<file path="config.mk">
export PLATFORM = sky130hd
export DESIGN_NAME = stopwatch_ctrl_flat
export DESIGN_NICKNAME = d
export VERILOG_FILES = /design/src/rtl/stopwatch_pkg.sv /design/src/rtl/stopwatch_ctrl_if.sv /design/src/rtl/bcd_digit_cnt.sv /design/src/rtl/stopwatch_ctrl.sv /design/src/flat_wrapper.sv
export SDC_FILE = /design/constraint.sdc
export NUM_CORES = 1
export LEC_CHECK = 0
export BUFFER_PORTS_ARGS = -buffer_cell sky130_fd_sc_hd__clkbuf_2
export CAP_MARGIN = 0
export CORE_AREA = 2 2 65 67
export DETAILED_ROUTE_END_ITERATION = 12
export DIE_AREA = 0 0 67 69
export PLACE_DENSITY_LB_ADDON = 0.15
export SYNTH_ARGS = -nofsm -noshare
export SYNTH_HDL_FRONTEND = slang
export SYNTH_SLANG_ARGS = --single-unit
</file>
<file path="constraint.sdc">
create_clock -name clk -period 4.85 [get_ports clk]
set_clock_uncertainty 0.2 [all_clocks]
set_input_delay 0.97 -clock clk [delete_from_list [all_inputs] [get_ports clk]]
set_output_delay 0.97 -clock clk [all_outputs]
set_load 0.01 [all_outputs]
</file>
<file path="src/rtl/stopwatch_pkg.sv">
// Shared types and helpers for the stopwatch controller: FSM state encoding, BCD limit, all-nines test.
// Latency: n/a (declarations only).
// Backpressure: n/a.
package stopwatch_pkg;

   typedef enum logic [1:0] {
      ST_IDLE  = 2'd0,
      ST_RUN   = 2'd1,
      ST_PAUSE = 2'd2,
      ST_LAP   = 2'd3
   } sw_state_t;

   localparam logic [3:0] BCD_MAX    = 4'd9;
   localparam int         MAX_DIGITS = 8;

   // True when the lowest n BCD digits of d are all 9.
   function automatic logic all_nines(input logic [4*MAX_DIGITS-1:0] d, input int n);
      logic r;
      r = 1'b1;
      for (int i = 0; i < MAX_DIGITS; i++) begin
         if (i < n && d[4*i +: 4] != BCD_MAX) r = 1'b0;
      end
      return r;
   endfunction

endpackage

</file>
<file path="src/rtl/stopwatch_ctrl_if.sv">
// Button-pulse inputs and display-side outputs of the stopwatch controller.
// Latency: n/a (wiring only).
// Backpressure: none; pulses are consumed in the cycle they are presented.
interface stopwatch_ctrl_if #(
   parameter int DIGITS = 4
);
   logic                  start_stop;
   logic                  lap;
   logic                  clear;
   logic [4*DIGITS-1:0]   digits_out;
   logic                  running;
   logic                  lap_active;
   logic                  overflow;

   // Button source / display sink side
   modport master (
      output start_stop, lap, clear,
      input  digits_out, running, lap_active, overflow
   );

   // Controller side
   modport slave (
      input  start_stop, lap, clear,
      output digits_out, running, lap_active, overflow
   );
endinterface

</file>
<file path="src/rtl/bcd_digit_cnt.sv">
// One synchronous mod-10 digit of the stopwatch chain; at_max flags 9 for the carry into the next digit.
// Latency: q updates on the edge where inc (or clr) is sampled high.
// Backpressure: none; clr overrides inc.
module bcd_digit_cnt
   import stopwatch_pkg::*;
(
   input  logic       clk,
   input  logic       reset,
   input  logic       clr,
   input  logic       inc,
   output logic [3:0] q,
   output logic       at_max
);

   // Count 0..9 and wrap; clear wins over increment.
   always_ff @(posedge clk or posedge reset) begin
      if (reset) begin
         q <= 4'd0;
      end else if (clr) begin
         q <= 4'd0;
      end else if (inc) begin
         q <= (q == BCD_MAX) ? 4'd0 : q + 4'd1;
      end
   end

   assign at_max = (q == BCD_MAX);

endmodule

</file>
<file path="src/rtl/stopwatch_ctrl.sv">
// Start/stop/lap stopwatch: prescaler gates ticks into a DIGITS-long BCD chain, FSM handles pause/lap/clear.
// Latency: first increment TICK_DIV cycles after entering RUN; outputs change on the edge of the causing event.
// Backpressure: none; inputs are single-cycle pulses, priority clear > start_stop > lap. Option: STOPWATCH_SATURATE_EN.
module stopwatch_ctrl
   import stopwatch_pkg::*;
#(
   parameter int DIGITS   = 4,
   parameter int TICK_DIV = 10
) (
   input  logic clk,
   input  logic reset,
   stopwatch_ctrl_if.slave sw
);

   localparam int            PW       = $clog2(TICK_DIV);
   localparam logic [PW-1:0] PRE_LAST = PW'(TICK_DIV - 1);

   sw_state_t             state;
   logic [PW-1:0]         presc;
   logic [4*DIGITS-1:0]   live;
   logic [4*DIGITS-1:0]   lap_q;
   logic [DIGITS-1:0]     at_max;
   logic [DIGITS-1:0]     carry;
   logic [DIGITS-1:0]     inc;
   logic                  active;
   logic                  tick;
   logic                  top_hit;
   logic                  stop_hit;
   logic                  resume_ok;
   logic                  running;
   logic                  lap_act;
   logic                  ovf;

   assign active  = (state == ST_RUN) || (state == ST_LAP);
   assign tick    = active && (presc == PRE_LAST);
   assign top_hit = tick && all_nines(32'(live), DIGITS);

`ifdef STOPWATCH_SATURATE_EN
   // Reaching all-9s freezes the chain and parks the FSM until clear/reset.
   assign stop_hit  = top_hit;
   assign resume_ok = ~ovf;
`else
   assign stop_hit  = 1'b0;
   assign resume_ok = 1'b1;
`endif

   // Carry: digit g steps when the tick arrives and every lower digit is at 9.
   assign carry[0] = tick;
   for (genvar g = 1; g < DIGITS; g++) begin : g_carry
      assign carry[g] = carry[g-1] & at_max[g-1];
   end

   assign inc = carry & {DIGITS{~stop_hit}};

   for (genvar g = 0; g < DIGITS; g++) begin : g_digit
      bcd_digit_cnt u_digit (
         .clk    (clk),
         .reset  (reset),
         .clr    (sw.clear),
         .inc    (inc[g]),
         .q      (live[4*g +: 4]),
         .at_max (at_max[g])
      );
   end

   // Prescaler advances only while counting, so a pause keeps the partial tick.
   always_ff @(posedge clk or posedge reset) begin
      if (reset) begin
         presc <= '0;
      end else if (sw.clear) begin
         presc <= '0;
      end else if (active) begin
         presc <= (presc == PRE_LAST) ? '0 : presc + 1'b1;
      end
   end

   // FSM with lap capture and sticky overflow; running/lap_active registered with the state.
   always_ff @(posedge clk or posedge reset) begin
      if (reset) begin
         state   <= ST_IDLE;
         running <= 1'b0;
         lap_act <= 1'b0;
         ovf     <= 1'b0;
         lap_q   <= '0;
      end else if (sw.clear) begin
         state   <= ST_IDLE;
         running <= 1'b0;
         lap_act <= 1'b0;
         ovf     <= 1'b0;
         lap_q   <= '0;
      end else begin
         if (top_hit) ovf <= 1'b1;
         if (stop_hit) begin
            state   <= ST_PAUSE;
            running <= 1'b0;
            lap_act <= 1'b0;
         end else begin
            case (state)
               ST_IDLE: begin
                  if (sw.start_stop) begin
                     state   <= ST_RUN;
                     running <= 1'b1;
                  end
               end
               ST_RUN: begin
                  if (sw.start_stop) begin
                     state   <= ST_PAUSE;
                     running <= 1'b0;
                  end else if (sw.lap) begin
                     state   <= ST_LAP;
                     lap_act <= 1'b1;
                     lap_q   <= live;
                  end
               end
               ST_LAP: begin
                  if (sw.start_stop) begin
                     state   <= ST_PAUSE;
                     running <= 1'b0;
                     lap_act <= 1'b0;
                  end else if (sw.lap) begin
                     state   <= ST_RUN;
                     lap_act <= 1'b0;
                  end
               end
               ST_PAUSE: begin
                  if (sw.start_stop && resume_ok) begin
                     state   <= ST_RUN;
                     running <= 1'b1;
                  end
               end
               default: begin
                  state   <= ST_IDLE;
                  running <= 1'b0;
                  lap_act <= 1'b0;
               end
            endcase
         end
      end
   end

   assign sw.digits_out = lap_act ? lap_q : live;
   assign sw.running    = running;
   assign sw.lap_active = lap_act;
   assign sw.overflow   = ovf;

endmodule

</file>
<file path="src/flat_wrapper.sv">
// flat-port wrapper written by rule: the top's interface ports become plain ports
module stopwatch_ctrl_flat import stopwatch_pkg::*;
#(
   parameter int DIGITS   = 4,
   parameter int TICK_DIV = 10
)
  (clk, reset, sw_start_stop, sw_lap, sw_clear, sw_digits_out, sw_running, sw_lap_active, sw_overflow);
  stopwatch_ctrl_if #(.DIGITS(DIGITS)) sw_i ();
  input  logic clk;
  input  logic reset;
  input wire logic [$bits(sw_i.start_stop)-1:0] sw_start_stop;
  input wire logic [$bits(sw_i.lap)-1:0] sw_lap;
  input wire logic [$bits(sw_i.clear)-1:0] sw_clear;
  output wire logic [$bits(sw_i.digits_out)-1:0] sw_digits_out;
  output wire logic [$bits(sw_i.running)-1:0] sw_running;
  output wire logic [$bits(sw_i.lap_active)-1:0] sw_lap_active;
  output wire logic [$bits(sw_i.overflow)-1:0] sw_overflow;
  assign sw_i.start_stop = sw_start_stop;
  assign sw_i.lap = sw_lap;
  assign sw_i.clear = sw_clear;
  assign sw_digits_out = sw_i.digits_out;
  assign sw_running = sw_i.running;
  assign sw_lap_active = sw_i.lap_active;
  assign sw_overflow = sw_i.overflow;
  stopwatch_ctrl #(.DIGITS(DIGITS), .TICK_DIV(TICK_DIV)) u_core (.clk(clk), .reset(reset), .sw(sw_i));
endmodule
</file>
==> qor.yml <==
syn_avg_cell_area_um2: 9.43
cts_max_path_buffers: 2
yosys.cell_types.count: 35
nFillCells: 348
drt-wirelength-per-cell_um: 14.1
worst-setup-path-type: "register to primary output"
grt_pass1_vias: 1679
dp_slack_ns: 2.20
globalRouteTotalUtil_pct: 21.5
crit_fanout: 23
synth_top_family_by_area: "simple AND/OR/NAND/NOR gates"
leakagePower_nw: 1.26
setup_violations: 0
core_area_um2: 3910
switchingPower_w: 0.000148
crit_path_start_kind: "register"
synth_compound_area_share_pct: 12.0
hold_path.class: "register to register"
clock_sinks: 41
drt_drc_violations_left: 0
drive_above_1_share_pct: 20.1
max_freq_ghz: 0.348
arrival_ns: 1.71
cts_tree: "yes"
path_clk_slew_ns: 0.08
viasPerCell: 5.49
yosys.area.top_type: "dfrtp_1"
grt_pass1_wl_um: 7810
root_buffer: "clkbuf_8"
outcome: "finished, final reports clean"
design.die.area_um2: 4620
initial_utilization_pct: 57.6
yosys.area_share.simple_pct: 23.9
post-route-min-period_ns: 2.88
cts_setup_buffers: 0
netlist_top_cells_count: "nand2_1 (45), dfrtp_1 (41), a21oi_1 (32), nor2_1 (19), mux2_2 (12)"
die_width_um: 67
register_area_um2: 1030
hpwl_um: 2850
synth_area_leaders: "dfrtp_1 (46%), nand2_1 (7.5%), a21oi_1 (7.1%)"
power.share.sequential_pct: 55.8
fin_nets: 273
drt_pass1_iterations: 4
endpoint_kind: "primary output"
hold_viol_final: 0
synthFlopType: "dfrtp_1"
combPwrFrac_pct: 4.9
syn_nets: 254
die_y_um: 69
syn_area_um2: 2250
numCtsBuffers: 5
path_cells: "mux2_2 -> clkbuf_2"
synthAdderAreaFrac_pct: 5.55
yosysTopAreaCellShare_pct: 45.5
peakVddDrop_v: 0.000212
ant_nets: 0
grt.overflow.total: 0
setup_slack_ns: 1.97
setup_tns_ns: 0
clkPwrFrac_pct: 39.3
synth_seq_cells: 41
synth_edf_count: 0
cts_resized: 0
num_antenna_cells: 0
synth_xor_area_share_pct: 1.55
ys_async_sr_fraction_pct: 100
max_slew_margin_pct: 27.7
boundaryPins: 24
multi_input_area_um2: 1150
ys_warn_count: 0
power_density_nw_per_um2: 253
power.internal_w: 0.000483
finalCritPeriodShare_pct: 59.3
antenna_found_initial: 0
gp_congestion: 0.775
finalMaxSlewViolations: 0
finalWirelength_um: 4360
cpPeakStageDelay_ns: 0.87
vias: 1696
drt_iter0_drc: 131
grt_setup_unrepaired: "no"
muxShareOfSynthArea_pct: 8.22
worstPathRequired_ns: 3.68
crit_slowest_cell: "dfrtp_1"
h-tree-depth: 2
grt_max_degree: 43
synth_cells: 239
ctsHoldBuffers: 0
num_rows: 23
worstMarginPinSlew_ns: 1.08
clk_latency_ns: 0.29
synthToLayoutAreaGrowth_pct: 10.7
yosysMostFrequentCell: "nand2_1"
port_buffers: 23
maxCapViolations: 0
p_sw_share_pct: 23.5
synth_seq_area_share_pct: 45.5
==> area by class of cell <==
type	count	area share, %
Multi-Input combinational cell	179	46.3
Sequential cell	41	41.1
Timing Repair Buffer	24	4.92
Clock buffer	7	3.86
Tap cell	50	2.51
Inverter	7	1.05
Clock inverter	1	0.201
==> cells by family (layout without fill, tap and decap cells) <==
kind of cell               after synthesis  in the layout
buffers and inverters                   19             39
AOI/OAI and AO/OA                       48             48
xor gates and xnor gates                 4              4
adders and majority gates               10             10
and+or+nand+nor                        100            100
muxes                                   17             17
DFF                                     41             41
==> power groups by stage <==
stage	sequential, W	combinational, W	clock (W)
after floorplan	0.000355	0.0000257	0
after global placement	0.000359	0.0000313	0
after detailed placement	0.000359	0.0000320	0
after CTS	0.000352	0.0000321	0.000251
after global routing	0.000354	0.0000365	0.000264
final	0.000352	0.0000311	0.000247
==> final timing paths <==
kind                            cells after the start                        endpoint  slack, ns            startpoint
max in group asynchronous                           3                u_core.lap_q[13]       2.97                 reset
worst min register to register                      2              u_core.sw.overflow       0.31    u_core.sw.overflow
min in group asynchronous                           2                 u_core.lap_q[0]       0.68                 reset
worst min-delay path                                2              u_core.sw.overflow       0.31    u_core.sw.overflow
worst max register to register                      6  u_core.g_digit[3].u_digit.q[3]       2.51       u_core.presc[1]
worst max-delay path                                2                sw_digits_out[7]       1.97  u_core.sw.lap_active
==> routing by layer <==
| metal | vias up | part of all wire [%] | global-route usage [%] |
|---|---|---|---|
| met2 | 25 | 49 | 34.7 |
| met4 | 0 | 0.73 | 6.12 |
| met1 | 813 | 47 | 29.7 |
| met3 | 4 | 3.1 | 3.43 |
| li1 | 854 | - | - |
| met5 | - | 0 | 0 |
==> flip-flops by register name (all words and copies together), names as in the netlist <==
name	flops
u_core.sw.lap_active	1
u_core.g_digit.u_digit.q	16
u_core.lap_q	16
u_core.sw.running	1
u_core.presc	4
u_core.sw.overflow	1
u_core.state	2
==> through the flow <==
stage          power, W  cells  hold slack (ns)  util, %  cell area [um^2]
3_5_place_dp   0.000391    301            0.289     61.1              2390
4_1_cts        0.000635    309            0.307     63.7              2490
2_1_floorplan  0.000380    239            0.294        -              2250
5_1_grt        0.000654    309            0.324     63.7              2490
3_3_place_gp   0.000390    301            0.279     61.1              2390
6_report       0.000630    309            0.309     63.7              2490
==> worst max-delay path: cells and delay by family (launching register included) <==
family                 cells  cell delay, ns
muxes                      1            0.41
buffers and inverters      1            0.13
DFF                        1            0.87
==> placed cells by master (no fill, tap or decap), types with 5 or more instances in the layout <==
cell	count
a21oi_1	32
nor3_1	8
clkbuf_8	7
nand3_1	6
clkbuf_2	23
nand2b_1	5
mux2i_1	5
mux2_2	12
inv_1	7
ha_1	10
nand2_1	45
dfrtp_1	41
nor2_1	19
o21ai_0	8
Note: power is estimated with default switching activity, not from simulation.
